==> config.mk <==
export PLATFORM = sky130hd
export DESIGN_NAME = dispatch_ctrl
export DESIGN_NICKNAME = d
export VERILOG_FILES = /design/src/rtl/dispatch_pkg.sv /design/src/rtl/dispatch_ctrl_pipe_reg.sv /design/src/rtl/dispatch_ctrl.sv
export SDC_FILE = /design/constraint.sdc
export NUM_CORES = 1
export LEC_CHECK = 0
export ABC_CLOCK_PERIOD_IN_PS = 3900
export CORE_MARGIN = 4
export CORE_UTILIZATION = 30
export CTS_CLUSTER_DIAMETER = 60
export DETAILED_ROUTE_END_ITERATION = 10
export GPL_TIMING_DRIVEN = 0
export SLEW_MARGIN = 20
export SYNTH_ARGS = -nofsm -noshare
export SYNTH_HDL_FRONTEND = slang
export SYNTH_SLANG_ARGS = --single-unit
==> constraint.sdc <==
create_clock -name clk_in -period 3.9 [get_ports clk_in]
set_input_delay 0.39 -clock clk_in [delete_from_list [all_inputs] [get_ports clk_in]]
set_output_delay 0.39 -clock clk_in [all_outputs]
set_load 0.01 [all_outputs]
==> src/rtl/dispatch_pkg.sv <==
// dispatch_pkg
// Shared constants and types for the issue-stage dispatch controller.
// Carries the ROB tag width used across regfile/ROB, the decoded opcode
// width, dispatch entry field widths and the controller state encoding.
package dispatch_pkg;

   localparam int unsigned XLEN      = 32;
   localparam int unsigned REG_IDX_W = 5;
   localparam int unsigned ROB_R     = 3;
   localparam int unsigned OP_W_DEF  = 6;

   typedef logic [XLEN-1:0]      word_t;
   typedef logic [REG_IDX_W-1:0] reg_idx_t;
   typedef logic [ROB_R-1:0]     rob_tag_t;

   typedef enum logic {
      ST_EMPTY,
      ST_HOLD
   } disp_state_t;

   // Unused operands read x0 so the regfile reports a clean, zero value.
   function automatic reg_idx_t masked_idx(input logic use_r, input reg_idx_t idx);
      return use_r ? idx : '0;
   endfunction

endpackage

==> src/rtl/dispatch_ctrl_pipe_reg.sv <==
// dispatch_pipe_reg
// Registered dispatch entry plus a one-cycle valid pulse toward either the
// reservation station or the load/store buffer.
// Ports:
//   clk_in, rst_in (async, active-low), rdy_in (freeze), rob_clear (flush)
//   fire, fire_is_mem     : dispatch request and its target
//   in_*                  : fully-formed entry captured on fire
//   rs_valid, lsb_valid   : pulse for the cycle after fire
//   out_*                 : registered entry, held between dispatches
module dispatch_pipe_reg
   import dispatch_pkg::*;
#(
   parameter int unsigned ROB_W = ROB_R,
   parameter int unsigned OP_W  = OP_W_DEF
) (
   input  logic             clk_in,
   input  logic             rst_in,
   input  logic             rdy_in,
   input  logic             rob_clear,
   input  logic             fire,
   input  logic             fire_is_mem,
   input  logic [OP_W-1:0]  in_op,
   input  logic [XLEN-1:0]  in_vj,
   input  logic [XLEN-1:0]  in_vk,
   input  logic [ROB_W-1:0] in_qj,
   input  logic [ROB_W-1:0] in_qk,
   input  logic             in_has_qj,
   input  logic             in_has_qk,
   input  logic [XLEN-1:0]  in_imm,
   input  logic [XLEN-1:0]  in_pc,
   input  logic [ROB_W-1:0] in_dest,
   output logic             rs_valid,
   output logic             lsb_valid,
   output logic [OP_W-1:0]  out_op,
   output logic [XLEN-1:0]  out_vj,
   output logic [XLEN-1:0]  out_vk,
   output logic [ROB_W-1:0] out_qj,
   output logic [ROB_W-1:0] out_qk,
   output logic             out_has_qj,
   output logic             out_has_qk,
   output logic [XLEN-1:0]  out_imm,
   output logic [XLEN-1:0]  out_pc,
   output logic [ROB_W-1:0] out_dest
);

   logic take;
   assign take = fire && !rob_clear;

   always_ff @(posedge clk_in or negedge rst_in) begin
      if (!rst_in) begin
         rs_valid   <= 1'b0;
         lsb_valid  <= 1'b0;
         out_op     <= '0;
         out_vj     <= '0;
         out_vk     <= '0;
         out_qj     <= '0;
         out_qk     <= '0;
         out_has_qj <= 1'b0;
         out_has_qk <= 1'b0;
         out_imm    <= '0;
         out_pc     <= '0;
         out_dest   <= '0;
      end else if (!rdy_in) begin
         // Frozen: entry fields hold, but no pulse may linger.
         rs_valid  <= 1'b0;
         lsb_valid <= 1'b0;
      end else begin
         rs_valid  <= take && !fire_is_mem;
         lsb_valid <= take && fire_is_mem;
         if (take) begin
            out_op     <= in_op;
            out_vj     <= in_vj;
            out_vk     <= in_vk;
            out_qj     <= in_qj;
            out_qk     <= in_qk;
            out_has_qj <= in_has_qj;
            out_has_qk <= in_has_qk;
            out_imm    <= in_imm;
            out_pc     <= in_pc;
            out_dest   <= in_dest;
         end
      end
   end

endmodule

==> src/rtl/dispatch_ctrl.sv <==
// dispatch_ctrl
// Issue-stage controller between the decoder and RS/LSB/ROB. Holds one
// decoded instruction, reads its operands through the regfile read ports,
// allocates a ROB tag, marks rd busy and dispatches a complete entry.
// Ports:
//   clk_in, rst_in (async, active-low), rdy_in (freeze), rob_clear (flush)
//   dec_*        : decoder handshake and decoded fields
//   rf_get_id_*  : operand read indices; rf_val/has_dep/dep_* : results
//   rf_set_dep_* : rd busy marking (id 0 = none)
//   rob_full/rob_tail/rob_push : ROB allocation
//   rs_full/lsb_full, rs_valid/lsb_valid, out_* : dispatch interface
//   issue_cnt    : instructions dispatched since reset
module dispatch_ctrl
   import dispatch_pkg::*;
#(
   parameter int unsigned ROB_W = ROB_R,
   parameter int unsigned OP_W  = OP_W_DEF
) (
   input  logic                 clk_in,
   input  logic                 rst_in,
   input  logic                 rdy_in,
   input  logic                 rob_clear,
   input  logic                 dec_valid,
   output logic                 dec_ready,
   input  logic [OP_W-1:0]      dec_op,
   input  logic [REG_IDX_W-1:0] dec_rd,
   input  logic [REG_IDX_W-1:0] dec_rs1,
   input  logic [REG_IDX_W-1:0] dec_rs2,
   input  logic                 dec_use_rs1,
   input  logic                 dec_use_rs2,
   input  logic                 dec_is_mem,
   input  logic [XLEN-1:0]      dec_imm,
   input  logic [XLEN-1:0]      dec_pc,
   output logic [REG_IDX_W-1:0] rf_get_id_1,
   output logic [REG_IDX_W-1:0] rf_get_id_2,
   input  logic [XLEN-1:0]      rf_val_1,
   input  logic [XLEN-1:0]      rf_val_2,
   input  logic                 rf_has_dep_1,
   input  logic                 rf_has_dep_2,
   input  logic [ROB_W-1:0]     rf_dep_1,
   input  logic [ROB_W-1:0]     rf_dep_2,
   output logic [REG_IDX_W-1:0] rf_set_dep_id,
   output logic [ROB_W-1:0]     rf_set_dep_q,
   input  logic                 rob_full,
   input  logic [ROB_W-1:0]     rob_tail,
   output logic                 rob_push,
   input  logic                 rs_full,
   input  logic                 lsb_full,
   output logic                 rs_valid,
   output logic                 lsb_valid,
   output logic [OP_W-1:0]      out_op,
   output logic [XLEN-1:0]      out_vj,
   output logic [XLEN-1:0]      out_vk,
   output logic [ROB_W-1:0]     out_qj,
   output logic [ROB_W-1:0]     out_qk,
   output logic                 out_has_qj,
   output logic                 out_has_qk,
   output logic [XLEN-1:0]      out_imm,
   output logic [XLEN-1:0]      out_pc,
   output logic [ROB_W-1:0]     out_dest,
   output logic [XLEN-1:0]      issue_cnt
);

   typedef struct packed {
      logic [OP_W-1:0] op;
      reg_idx_t        rd;
      reg_idx_t        rs1;
      reg_idx_t        rs2;
      logic            use_rs1;
      logic            use_rs2;
      logic            is_mem;
      word_t           imm;
      word_t           pc;
   } entry_t;

   disp_state_t state;
   entry_t      held;
   logic        fire;
   logic        sel_full;
   logic        accept;

   always_comb begin
      sel_full = held.is_mem ? lsb_full : rs_full;
      fire     = (state == ST_HOLD) && !rob_full && !sel_full && !rob_clear && rdy_in;
      // Accepting while firing keeps the single holding register streaming.
      dec_ready     = ((state == ST_EMPTY) || fire) && !rob_clear && rdy_in;
      rob_push      = fire;
      rf_set_dep_id = fire ? held.rd : '0;
      rf_set_dep_q  = fire ? rob_tail : '0;
      rf_get_id_1   = '0;
      rf_get_id_2   = '0;
      if (state == ST_HOLD) begin
         rf_get_id_1 = masked_idx(held.use_rs1, held.rs1);
         rf_get_id_2 = masked_idx(held.use_rs2, held.rs2);
      end
   end

   assign accept = dec_valid && dec_ready;

   always_ff @(posedge clk_in or negedge rst_in) begin
      if (!rst_in) begin
         state     <= ST_EMPTY;
         held      <= '0;
         issue_cnt <= '0;
      end else if (rdy_in) begin
         if (rob_clear) begin
            state <= ST_EMPTY;
         end else if (accept) begin
            state        <= ST_HOLD;
            held.op      <= dec_op;
            held.rd      <= dec_rd;
            held.rs1     <= dec_rs1;
            held.rs2     <= dec_rs2;
            held.use_rs1 <= dec_use_rs1;
            held.use_rs2 <= dec_use_rs2;
            held.is_mem  <= dec_is_mem;
            held.imm     <= dec_imm;
            held.pc      <= dec_pc;
         end else if (fire) begin
            state <= ST_EMPTY;
         end
         if (fire) begin
            issue_cnt <= issue_cnt + 32'd1;
         end
      end
   end

   dispatch_pipe_reg #(
      .ROB_W (ROB_W),
      .OP_W  (OP_W)
   ) u_pipe (
      .clk_in      (clk_in),
      .rst_in      (rst_in),
      .rdy_in      (rdy_in),
      .rob_clear   (rob_clear),
      .fire        (fire),
      .fire_is_mem (held.is_mem),
      .in_op       (held.op),
      .in_vj       (rf_val_1),
      .in_vk       (rf_val_2),
      .in_qj       (rf_dep_1),
      .in_qk       (rf_dep_2),
      .in_has_qj   (rf_has_dep_1),
      .in_has_qk   (rf_has_dep_2),
      .in_imm      (held.imm),
      .in_pc       (held.pc),
      .in_dest     (rob_tail),
      .rs_valid    (rs_valid),
      .lsb_valid   (lsb_valid),
      .out_op      (out_op),
      .out_vj      (out_vj),
      .out_vk      (out_vk),
      .out_qj      (out_qj),
      .out_qk      (out_qk),
      .out_has_qj  (out_has_qj),
      .out_has_qk  (out_has_qk),
      .out_imm     (out_imm),
      .out_pc      (out_pc),
      .out_dest    (out_dest)
   );

endmodule

==> results.toml <==
[layout]
final_common_cell = "nand2_1"
ff_latch_area_um2 = 6710
layout.nets = 1552
layout_common_cells = "439 x nand2_1, 368 x clkdlybuf4s50_1, 268 x dfrtp_1, 68 x mux2_2, 36 x clkbuf_16"
drive_above_1_share = 0.137
fin_cells = 1859
fill_cells = 3237
antennaDiodeCount = 0
areaGrowthSynthToFinish_pct = 52.7
multi_input_area_um2 = 3650
final_core_util = 0.467

[timing]
fin_skew_ps = 17.2
slew_viol_final = 0
timing.fmax_ghz = 0.297
fin_crit_ps = 3360
rsz0062_at_grt = "false"
slew_headroom = 0.598
timing.final.crit_share = 0.863
hold_violations = 0
whs_ps = 410
setup-violations-final = 0
worst_pin_slew_ps = 603

[worst_setup_path]
cp_slowest_stage_delay_ps = 640
crit_chain = "mux2i_1 > nand2_1 > inv_1 > clkbuf_1 > clkdlybuf4s50_1"
start_kind = "flop"
critical_path_class = "flop to primary output"
critical_path_peak_fanout = 10
setup.worst_path.end_class = "primary output"
arrival_ps = 2970
crit_slowest_cell = "clkdlybuf4s50_1"
critPathRequiredTime_ps = 3510

[power_and_ir_drop]
power_density_nw_per_um2 = 603
power.switching_mw = 2.65
ir_drop_mv = 0.373
pwr-share-seq = 0.403
total_power_mw = 9.78
p_int_mw = 7.12
combPwrFrac = 0.252
swShare = 0.271
clockPowerShare = 0.344
p_leak_nw = 7.76

[synthesis]
yosysTopAreaCell = "dfrtp_1"
synthCells = 970
synth_top_area_share = 0.631
synth-seq-area-share = 0.631
synth_edf_count = 0
synth.net_count = 1142
ys_seq_elements = 268
synthArstFlopShare = 1.00
synth.avg_cell_area_um2 = 10.9
synth-warning-count = 0
synth.distinct_cells = 37
netlist_area_um2 = 10600
synthTopCellsByArea = "dfrtp_1 63%, nand2_1 16%, mux2_2 7.2%"
ys.flop_type = "dfrtp_1"

[drt]
vias_per_cell = 4.39
vias = 8168
ant_nets = 0
routedWlPerCell_um = 17.0
drt-initial-drc-count = 281
routed_wl_mm = 31.6
firstDrtPassIters = 4
drc = 0

[grt]
grt_pass1_wl_mm = 49.6
antenna_found_initial = 2
grt_max_degree = 79
grt_pass1_vias = 8444
grt_overflow_total = 0
grt_use_total = 0.162

[clocking]
cts-root-buf = "clkbuf_16"
clkLatencyLatePin_ps = 510
clockBufferDepth = 3
cts_resized = 0
cts_sinks = 268
cts_tree = "yes"
cts_hold_buf = 1
postCtsSetupRepairBufs = 0
cts_buffers = 35
clkSlewWorstSetupHoldPaths_ps = 60
htreeDepth = 2

[min_path]
holdCritPathClass = "primary input to flop"

[placement]
portBuffers = 369
hpwl_mm = 23.1
gp_congestion = 0.763
placed_cells = 1797

[run_status]
status = "finished clean"

[die]
rows = 68
die_h_um = 196
die_area_um2 = 38500
ios = 370
start_util = 0.306
die_x_um = 196
core_um2 = 34700

[run]
max_cap_violations = 0
[synthesized netlist by cell type (5+ instances only)]
| master | instances |
|---|---|
| and3_1 | 20 |
| nor2_1 | 6 |
| clkbuf_1 | 15 |
| nor3_1 | 6 |
| dfrtp_1 | 268 |
| nor4b_2 | 5 |
| xor2_1 | 21 |
| nor4_1 | 8 |
| nand3_1 | 11 |
| nand2_1 | 439 |
| mux2_4 | 21 |
| mux2_2 | 68 |
| xnor2_1 | 10 |
| nand4_1 | 5 |
| inv_1 | 7 |
| buf_2 | 24 |
[power by group through the flow]
stage	Clock, mW	Sequential (mW)	Combinational (mW)
global placement	0	3.97	2.47
floorplan	0	4.17	0.697
finish	3.37	3.94	2.47
detailed placement	0	3.99	2.51
global route	3.61	4.05	2.68
CTS	3.48	3.95	2.52
[routing by layer]
metal	track usage	up-vias	wire, um
met4	0.0491	4	810
met2	0.269	228	15500
li1	-	3947	-
met5	0	-	27
met1	0.209	3929	13300
met3	0.0433	60	2010
[critical path: cells and delay by family, from the launching register on]
kind / cells / cell delay (ps)
AND/OR/NAND/NOR: 1 / 350
buffers and inverters: 3 / 1240
flip-flops: 1 / 470
multiplexers: 1 / 410
[cell type report]
type | count | area share
buffer | 47 | 0.0146
clock buffer | 48 | 0.0639
clock inverter | 13 | 0.0124
inverter | 7 | 0.00162
multi-input combinational | 648 | 0.225
sequential | 268 | 0.414
tap | 455 | 0.0351
timing repair buffer | 373 | 0.234
[sequential cells by signal, summed over array words and instances, names as in the netlist]
signal and count:
u_pipe.out_qj 3, u_pipe.rs_valid 1, state 1, issue_cnt 32, u_pipe.out_has_qk 1, u_pipe.out_imm 32
u_pipe.lsb_valid 1, u_pipe.out_has_qj 1, held 88, u_pipe.out_pc 32, u_pipe.out_op 6, u_pipe.out_qk 3
u_pipe.out_vk 32, u_pipe.out_dest 3, u_pipe.out_vj 32
[metrics by stage]
stage / setup TNS (ps) / instance area (um^2) / worst slack, ps
after CTS: 0 / 16200 / 438
after global routing: 0 / 16200 / 236
after floorplan: 0 / 10600 / 2180
after detailed placement: 0 / 15000 / 667
final: 0 / 16200 / 535
after global placement: -2564000 / 14900 / -9590
[logic make-up (layout without fill, tap and decap cells)]
kind of cell	count (synthesis)	count (layout)	synth area share
mux	90	90	0.103
xor+xnor	31	31	0.0256
fa+ha+maj	1	1	0.00118
simple gates	520	520	0.210
compound gates	6	6	0.00424
flops	268	268	0.631
buf+inv	54	488	0.0247
[path summary, 6_finish.rpt]
path	endpoint	slack, ps	cells past startpoint	from
hold / removal	u_pipe.out_vj[9]$_DFFE_PN0P_	410	3	rf_val_1[9]
max in group asynchronous	u_pipe.out_vj[6]$_DFFE_PN0P_	2410	4	rst_in
setup / recovery	rob_push	540	5	held[64]$_DFFE_PN0P_
min in group asynchronous	issue_cnt[22]$_DFFE_PN0P_	420	2	rst_in
setup reg to reg	u_pipe.out_vj[8]$_DFFE_PN0P_	1590	7	held[64]$_DFFE_PN0P_
hold reg to reg	u_pipe.out_imm[10]$_DFFE_PN0P_	460	2	held[42]$_DFFE_PN0P_
No activity file was read; power rests on OpenSTA's default activity.
